--- config.mk ---
export PLATFORM = sky130hd
export DESIGN_NAME = code_checker_n
export DESIGN_NICKNAME = d
export VERILOG_FILES = /design/src/rtl/code_checker_n.sv
export SDC_FILE = /design/constraint.sdc
export NUM_CORES = 1
export LEC_CHECK = 0
export BUFFER_PORTS_ARGS = -buffer_cell sky130_fd_sc_hd__buf_2
export CORE_UTILIZATION = 50
export DETAILED_ROUTE_END_ITERATION = 7
export PLACE_DENSITY = 0.78
export SLEW_MARGIN = 10
export SYNTH_ARGS = -nofsm -noshare
export SYNTH_HDL_FRONTEND = slang
export SYNTH_SLANG_ARGS = --single-unit
--- constraint.sdc ---
create_clock -name clk -period 2.2 [get_ports clk]
set_input_delay 0.44 -clock clk [delete_from_list [all_inputs] [get_ports clk]]
set_output_delay 0.44 -clock clk [all_outputs]
set_load 0.01 [all_outputs]
--- src/rtl/code_checker_n.sv ---
// rtl/code_checker_n.sv - code entry checker with failed-attempt lockout and inter-symbol timeout
module code_checker_n #(
   parameter int SYM_W          = 2,
   parameter int CODE_LEN       = 4,
   parameter int MAX_FAIL       = 3,
   parameter int LOCK_CYCLES    = 8,
   parameter int TIMEOUT_CYCLES = 16
) (
   input  logic                          clk,
   input  logic                          rst_n,
   input  logic                          sym_valid,
   input  logic [SYM_W-1:0]              sym_in,
   input  logic [SYM_W*CODE_LEN-1:0]     key_in,
   input  logic                          clear,
   output logic [1:0]                    key_status,
   output logic                          status_valid,
   output logic                          locked,
   output logic [$clog2(CODE_LEN+1)-1:0] sym_count,
   output logic [$clog2(MAX_FAIL+1)-1:0] fail_count
);

   localparam int CNT_W = $clog2(CODE_LEN + 1);
   localparam int FC_W  = $clog2(MAX_FAIL + 1);
   localparam int LT_W  = (LOCK_CYCLES > 1) ? $clog2(LOCK_CYCLES) : 1;
   localparam int IT_W  = (TIMEOUT_CYCLES > 1) ? $clog2(TIMEOUT_CYCLES) : 1;

   localparam logic [1:0] ST_OK     = 2'd0;
   localparam logic [1:0] ST_LOCKED = 2'd1;
   localparam logic [1:0] ST_ERROR  = 2'd2;
   localparam logic [1:0] ST_NOKEY  = 2'd3;

   typedef enum logic [1:0] {
      S_IDLE  = 2'd0,
      S_ENTRY = 2'd1,
      S_LOCK  = 2'd2
   } state_t;

   state_t state, state_nxt;

   logic [SYM_W-1:0] sym_mem [CODE_LEN];
   logic [LT_W-1:0]  lock_tmr, lock_tmr_nxt;
   logic [IT_W-1:0]  idle_cnt, idle_cnt_nxt;

   logic [1:0]       key_status_nxt;
   logic             status_valid_nxt;
   logic             locked_nxt;
   logic [CNT_W-1:0] sym_count_nxt;
   logic [FC_W-1:0]  fail_count_nxt;

   logic             accept, abort_clr, complete, timeout, unlock, match, lock_hit;
   logic [FC_W:0]    fail_inc;
   logic [SYM_W-1:0] entered;

   assign accept    = (state != S_LOCK) && sym_valid && !clear;
   assign abort_clr = (state != S_LOCK) && clear;
   assign complete  = accept && (sym_count == CNT_W'(CODE_LEN - 1));
   assign timeout   = (state == S_ENTRY) && !sym_valid && !clear &&
                      (idle_cnt == IT_W'(TIMEOUT_CYCLES - 1));
   assign unlock    = (state == S_LOCK) && (lock_tmr == '0);
   assign fail_inc  = {1'b0, fail_count} + (FC_W+1)'(1);
   assign lock_hit  = complete && !match && (fail_inc >= (FC_W+1)'(MAX_FAIL));

   // The last symbol is compared straight from sym_in, so the verdict lands on the completing edge.
   always_comb begin
      match   = 1'b1;
      entered = '0;
      for (int i = 0; i < CODE_LEN; i++) begin
         entered = (sym_count == CNT_W'(i)) ? sym_in : sym_mem[i];
         if (entered != key_in[SYM_W*i +: SYM_W]) match = 1'b0;
      end
   end

   always_ff @(posedge clk or negedge rst_n) begin
      if (!rst_n) begin
         state        <= S_IDLE;
         key_status   <= ST_NOKEY;
         status_valid <= 1'b0;
         locked       <= 1'b0;
         sym_count    <= '0;
         fail_count   <= '0;
         lock_tmr     <= '0;
         idle_cnt     <= '0;
      end else begin
         state        <= state_nxt;
         key_status   <= key_status_nxt;
         status_valid <= status_valid_nxt;
         locked       <= locked_nxt;
         sym_count    <= sym_count_nxt;
         fail_count   <= fail_count_nxt;
         lock_tmr     <= lock_tmr_nxt;
         idle_cnt     <= idle_cnt_nxt;
      end
   end

   always_ff @(posedge clk or negedge rst_n) begin
      if (!rst_n) begin
         for (int i = 0; i < CODE_LEN; i++) sym_mem[i] <= '0;
      end else begin
         for (int i = 0; i < CODE_LEN; i++)
            if (accept && (sym_count == CNT_W'(i))) sym_mem[i] <= sym_in;
      end
   end

   always_comb begin
      state_nxt = state;
      case (state)
         S_IDLE: begin
            if (lock_hit)                  state_nxt = S_LOCK;
            else if (accept && !complete)  state_nxt = S_ENTRY;
         end
         S_ENTRY: begin
            if (lock_hit)                                state_nxt = S_LOCK;
            else if (complete || abort_clr || timeout)   state_nxt = S_IDLE;
         end
         S_LOCK: begin
            if (unlock) state_nxt = S_IDLE;
         end
         default: state_nxt = S_IDLE;
      endcase
   end

   always_comb begin
      key_status_nxt   = key_status;
      status_valid_nxt = 1'b0;
      locked_nxt       = locked;
      sym_count_nxt    = sym_count;
      fail_count_nxt   = fail_count;
      lock_tmr_nxt     = lock_tmr;
      idle_cnt_nxt     = idle_cnt;
      if (state == S_LOCK) begin
         if (unlock) begin
            locked_nxt     = 1'b0;
            fail_count_nxt = '0;
            key_status_nxt = ST_NOKEY;
         end else begin
            lock_tmr_nxt = lock_tmr - LT_W'(1);
         end
      end else if (abort_clr || timeout) begin
         key_status_nxt = ST_NOKEY;
         sym_count_nxt  = '0;
         idle_cnt_nxt   = '0;
      end else if (complete) begin
         sym_count_nxt    = '0;
         idle_cnt_nxt     = '0;
         status_valid_nxt = 1'b1;
         if (match) begin
            key_status_nxt = ST_OK;
            fail_count_nxt = '0;
         end else if (lock_hit) begin
            key_status_nxt = ST_LOCKED;
            fail_count_nxt = fail_inc[FC_W-1:0];
            locked_nxt     = 1'b1;
            lock_tmr_nxt   = LT_W'(LOCK_CYCLES - 1);
         end else begin
            key_status_nxt = ST_ERROR;
            fail_count_nxt = fail_inc[FC_W-1:0];
         end
      end else if (accept) begin
         sym_count_nxt = sym_count + CNT_W'(1);
         idle_cnt_nxt  = '0;
         if (state == S_IDLE) key_status_nxt = ST_NOKEY;
      end else if (state == S_ENTRY) begin
         idle_cnt_nxt = idle_cnt + IT_W'(1);
      end
   end

endmodule

==> out/results.md, run 1 <==
• **Initial Util** 0.544
• **first-iteration detailed-routing DRC count** 58
• **Net Count, Synth** 180
• **gate count after technology mapping** 157
• **cells resized by post-CTS repair** 0
• **post-CTS repair timing setup buffer count** 0
• **Die Y** 57.5 µm
• **sequential fraction of the synthesis area** 0.425
• **syn avg cell area** 9.79 µm²
• **hold_buf cts** 0
• **CTS Buf Count** 3
• **largest net degree at the start of global routing** 27
• **Reg2Reg Setup Slack** 0.23 ns
• **mean routed wirelength per cell** 14.4 µm
• **Inserted Diodes** 0
• **Required @ worst endpoint** 2.39 ns
• **number of max-cap violations** 0
• **count of buffers inserted at the top-level ports** 22
• **flop and latch count out of synthesis** 26
• **weighted congestion at the end of routability-driven global placement** 0.930
• **fraction of final layout cells with drive strength greater than 1** 0.209
• **standard cell core area** 2830 µm²
• **clk_skew** 0.0153 ns
• **kind of start point of the critical path** register
• **highest clock frequency the design can meet** 507 MHz
• **clock tree from TritonCTS** built
• **clock network power share** 0.216
• **Residual DRC** 0
• **maximum fanout along the worst path** 9
• **Synth-to-Final Area Change** 10.8%
• **Hold Vio Cnt, Final** 0
• **antenna violations before repair** 0
• **via count** 1229
• **cell at the root of the clock tree** clkbuf_4
• **Period Utilization, post-route** 0.896
• **count of final setup violators** 0
• **later-pin clock latency in the skew report** 0.32 ns
• **number of warnings reported in the yosys synthesis log** 0
• **Worst Setup End Kind** register
• **maximum root-to-sink buffer count** 2
• **FFs w/ async S/R, synth** 1.00
• **time the final worst path needs with I/O delays and setup** 1.97 ns
• **number of library cell types mapped by synthesis** 36
• **Leakage** 0.805 nW
• **Final Net Count** 206
• **result of the run** completed
• **transition time of the tightest slew-check pin** 0.587 ns
• **number of enable-type register cells in the synthesized netlist** 0
• **per-cell via count in the routed design** 5.77
• **final setup TNS** 0 ns
• **placement row count** 19
• **final design utilization** 0.602
• **net switching power of the design** 283 µW
• **number of ports placed on the die boundary** 23
• **Tightest Hold Check Type** primary input to asynchronous set/reset pin
• **die outline area** 3300 µm²
• **Slew headroom** 0.609
• **Mapped Area** 1540 µm²
• **Internal Pwr Total** 681 µW
• **Most used DFF post-synth** dfrtp_1
• **fraction of power spent switching nets** 0.294
• **final wirelength** 3.06 mm
• **clock transition at the register clock pins on the worst setup and hold paths after CTS** 0.14 ns
• **die outline width** 57.5 µm
• **Congestion Overflow GR** 0
• **H-tree depth** 1
• **Clock Sinks** 26
• **global-route wire length before repair** 5.56 mm
• **vias in the first global route** 1242
• **power density over cell area** 566 nW/µm²
• **type of the worst setup path** register to register
• **Peak VDD IR** 0.000293 V
• **setup repair after global routing missed its margin** false
• **total track usage** 0.220
• **Final Max Slew Viols** 0
• **total iterations of the first detailed-routing run** 4
• **arrival time worst endpoint** 2.16 ns
• **sequential fraction of design power** 0.582
• **final antenna-violating net count** 0
• **Comb power frac** 0.202
• **half-perimeter wire length of the detailed placement result** 2.35 mm
power by group through the flow:
stage	Combinational (mW)	Clock, mW	Sequential (mW)
after floorplan	0.127	0	0.564
after global placement	0.187	0	0.566
after detailed placement	0.195	0	0.570
after CTS	0.197	0.216	0.561
after global routing	0.225	0.236	0.569
final	0.195	0.208	0.561
state kept, by name (all words and copies together), names as in the netlist:
register	flops
key_status	2
state	2
locked	1
sym_count	3
lock_tmr	3
sym_mem	8
fail_count	2
idle_cnt	4
status_valid	1
critical path, stage by stage, from the launching register on:
cell	delay (ns)
dfrtp_1	0.43
inv_1	0.09
ha_1	0.19
nor2b_2	0.18
a221oi_1	0.23
o22ai_1	0.12
and4bb_2	0.49
o31ai_1	0.13
per-layer routing:
layer / track usage / share of wire / vias up
li1: - / - / 611
met5: 0 / 0 / -
met3: 0.0272 / 0.027 / 5
met1: 0.293 / 0.46 / 593
met4: 0.0801 / 0.013 / 0
met2: 0.367 / 0.50 / 20
cell type report:
cell class / count / area, µm²
Fill cell: 246 / 1120
Multi-Input combinational cell: 113 / 808
Sequential cell: 26 / 653
Timing Repair Buffer: 23 / 118
Inverter: 16 / 60.1
Tap cell: 31 / 38.8
Clock buffer: 4 / 26.3
synthesized netlist by cell type (2+ instances only):
master	number	share of area
a21oi_1	6	0.020
a221oi_1	2	0.011
o2bb2ai_1	2	0.011
o21ai_1	3	0.0098
nor2_1	9	0.022
mux2i_1	3	0.020
a31oi_1	2	0.0081
nand2b_1	5	0.020
o22ai_1	5	0.020
nor2b_2	2	0.011
o31ai_1	5	0.024
inv_1	14	0.034
o221ai_1	2	0.011
ha_1	9	0.073
nand4_1	2	0.0081
dfstp_2	2	0.034
inv_2	2	0.0049
xor2_1	8	0.046
nand3_1	4	0.013
xnor2_1	4	0.023
nor3_1	2	0.0065
o41ai_4	2	0.036
nor2b_1	4	0.016
o21ai_0	9	0.029
nand2_1	15	0.037
dfrtp_1	24	0.39
final timing paths:
kind,cells past startpoint,end,startpoint
max,7,lock_tmr[1],sym_count[1]
min,1,sym_mem[3],rst_n
max reg2reg,7,lock_tmr[1],sym_count[1]
min reg2reg,2,locked,locked
max in group asynchronous,1,sym_count[0],rst_n
min in group clk,3,sym_mem[6],sym_in[0]
logic make-up (layout without fill, tap and decap cells):
group,after synthesis,in the layout,synth area share
AO/OA/AOI/OAI,41,41,0.200
XOR/XNOR,12,12,0.0683
adder cells (fa/ha/maj),9,9,0.0732
buffers and inverters,18,43,0.0496
flip-flops,26,26,0.425
multiplexers,3,3,0.0195
AND/OR/NAND/NOR,48,48,0.164
placed cells by master (no fill, tap or decap), drive strengths merged, types with 5 or more instances in the layout:
cell and count:
a21oi 6, buf 23, dfrtp 24, ha 9
inv 16, nand2 16, nand2b 5, nor2 9
nor2b 6, o21ai 12, o22ai 5, o31ai 5
xor2 8
per-stage QoR:
step | power [mW] | cells | hold slack (ns) | setup slack (ns) | area, µm²
2_1_floorplan | 0.691 | 157 | 0.144 | 0.440 | 1540
3_3_place_gp | 0.752 | 209 | 0.456 | 0.229 | 1680
3_5_place_dp | 0.765 | 209 | 0.474 | 0.140 | 1680
4_1_cts | 0.974 | 213 | 0.108 | 0.132 | 1700
5_1_grt | 1.03 | 213 | 0.130 | 0.0416 | 1700
6_report | 0.964 | 213 | 0.0901 | 0.229 | 1700
Note: power is estimated with default switching activity, not from simulation.
==> run 2: changes to the inputs <==
Settings changed: CORE_MARGIN set to 1.5, CORE_UTILIZATION 50 to 35, CTS_CLUSTER_SIZE set to 25, PLACE_DENSITY 0.78 to 0.6.
==> out/results.md, run 2 (synthesis gave the netlist of run 1 again) <==
• **fraction of final layout cells with drive strength greater than 1** 0.214, +0.00549
• **later-pin clock latency in the skew report** 0.27 ns, -0.05 ns
• **Reg2Reg Setup Slack** 0.20 ns, -0.03 ns
• **final antenna-violating net count** 0, unchanged
• **critical path's top delay family** compound AO/OA/AOI/OAI gates
• **weighted congestion at the end of routability-driven global placement** 0.773, -17%
• **standard cell core area** 4120 µm², +45%
• **maximum root-to-sink buffer count** 2, unchanged
• **Cell Chain, Critical Path** inv_1 -> ha_1 -> a222oi_1 -> o22ai_1 -> and4bb_2 -> o31ai_1
• **most frequent standard cell in the layout excluding fill and tap cells** dfrtp_1
• **highest clock frequency the design can meet** 500 MHz, -1.4%
• **die outline area** 4800 µm², +45%
• **final wirelength** 3.25 mm, +5.9%
• **type of the worst setup path** register to register
• **hold_buf cts** 0, unchanged
• **number of max-cap violations** 0, unchanged
• **via count** 1243, +1.1%
• **maximum fanout along the worst path** 9, unchanged
• **count of buffering cells on the critical path with inverters included** 1, unchanged
• **number of flip-flops under the largest register name** 8, unchanged
• **vias in the first global route** 1311, +5.6%
• **Peak VDD IR** 0.000335 V, +14%
• **post-route worst hold slack** 0.162 ns, +0.0716 ns
• **Crit Reg-Reg Endpoint** lock_tmr[2]
• **Leakage** 0.826 nW, +2.6%
• **Congestion Overflow GR** 0, unchanged
• **antenna violations before repair** 0, unchanged
• **global-route wire length before repair** 5.75 mm, +3.5%
• **number of ports placed on the die boundary** 23, unchanged
• **Inserted Diodes** 0, unchanged
• **Hold Vio Cnt, Final** 0, unchanged
• **largest registers ranked by flip-flop count** sym_mem (8), idle_cnt (4)
• **Worst Setup End Kind** register
• **crit-path max cell delay** 0.50 ns, about the same
• **CTS Buf Count** 3, unchanged
• **final setup TNS** 0 ns, unchanged
• **Worst Reg-to-Reg Cells** 6, -1
• **first-iteration detailed-routing DRC count** 42, -28%
• **register ranked first by flip-flop count** sym_mem
• **clock tree from TritonCTS** built
• **count of final setup violators** 0, unchanged
• **Final Max Slew Viols** 0, unchanged
• **result of the run** completed
• **post-CTS repair timing setup buffer count** 0, unchanged
• **cell type of the slowest stage on the worst timing path** and4bb_2
• **time the final worst path needs with I/O delays and setup** 2.00 ns, +0.0278 ns
• **Initial Util** 0.374, -0.170
• **die outline width** 69.3 µm, +21%
• **power density over cell area** 653 nW/µm², +15%
• **setup repair after global routing missed its margin** false
• **placement row count** 23, +4
• **Tot Pwr** 1.16 mW, +20%
• **kind of start point of the critical path** register
• **total iterations of the first detailed-routing run** 4, unchanged
• **Slew headroom** 0.598, -0.0104
• **total track usage** 0.145, -0.0751
• **Die Y** 69.3 µm, +21%
• **Tightest Hold Check Type** primary input to asynchronous set/reset pin
• **Final Net Count** 206, unchanged
• **largest net degree at the start of global routing** 27, unchanged
• **per-cell via count in the routed design** 5.36, -7.1%
• **mean routed wirelength per cell** 14.0 µm, -2.8%
• **H-tree depth** 1, unchanged
• **count of buffers inserted at the top-level ports** 22, unchanged
• **clk_skew** 0.00677 ns, -0.00854 ns
• **Post-Place Setup Slack** 0.116 ns, -0.0244 ns
• **Worst Setup Slack, final** 0.201 ns, -0.0278 ns
• **highest-count cells in the layout ignoring fill and taps** dfrtp_1 (24), buf_2 (22), nand2_1 (15)
• **transition time of the tightest slew-check pin** 0.603 ns, +0.0157 ns
• **startpoint of the lowest-slack register-to-register path** sym_count[0]
• **clock transition at the register clock pins on the worst setup and hold paths after CTS** 0.10 ns, -0.04 ns
• **arrival time worst endpoint** 2.15 ns, about the same
• **Period Utilization, post-route** 0.909, +0.0126
• **Residual DRC** 0, unchanged
• **fill cell count** 416, +69%
• **cell at the root of the clock tree** clkbuf_8
• **half-perimeter wire length of the detailed placement result** 2.49 mm, +6.2%
• **Required @ worst endpoint** 2.35 ns, -0.04 ns
• **Synth-to-Final Area Change** 15.3%
• **Clock Sinks** 26, unchanged
• **cells resized by post-CTS repair** 0, unchanged
run 2: changes by cell type in the layout (fill, tap and decap cells not counted):
| cell | before | now |
|---|---|---|
| clkbuf_4 | 3 | 0 |
| clkbuf_1 | 1 | 0 |
| bufinv_16 | 0 | 1 |
| clkbuf_8 | 0 | 3 |
run 2: final cells by class:
cell class,count,area (µm²),area share
clock inverters,1,30.0,0.0169
clock buffers,3,41.3,0.0233
flip-flops and latches,26,653,0.368
repair buffers,23,118,0.0663
multi-input cells,113,808,0.456
well taps,50,62.6,0.0353
inverters,16,60.1,0.0339
run 2: per-stage QoR:
stage           util  cells  cell area, µm²
2_1_floorplan      -    157            1540
3_3_place_gp   0.414    228            1700
3_5_place_dp   0.414    228            1700
4_1_cts        0.431    232            1770
5_1_grt        0.431    232            1770
6_report       0.431    232            1770
run 2: how the worst max path moves through the flow:
stage / from / to / slack [ns] / depth (start not counted)
after floorplan: sym_count[1] / lock_tmr[0] / 0.44 / 8
after global placement: sym_count[0] / lock_tmr[1] / 0.20 / 6
after detailed placement: sym_count[0] / lock_tmr[2] / 0.12 / 6
after CTS: sym_count[0] / lock_tmr[2] / 0.1 / 6
after global routing: sym_count[0] / fail_count[1] / 0.07 / 6
final: sym_count[0] / lock_tmr[2] / 0.20 / 6
run 2: metal layers:
layer,vias up,global-route usage,share of wire
met3,4,0.0174,0.020
li1,608,-,-
met5,-,0,0
met1,613,0.181,0.48
met4,0,0.0458,0.013
met2,18,0.257,0.48
run 2: report_power, final:
part           switching (mW)  leakage, nW  internal, mW  total, mW
clock                   0.159       0.0357         0.244      0.403
sequential             0.0396        0.343         0.522      0.561
combinational           0.106        0.447        0.0875      0.193
total                   0.305        0.826         0.853       1.16
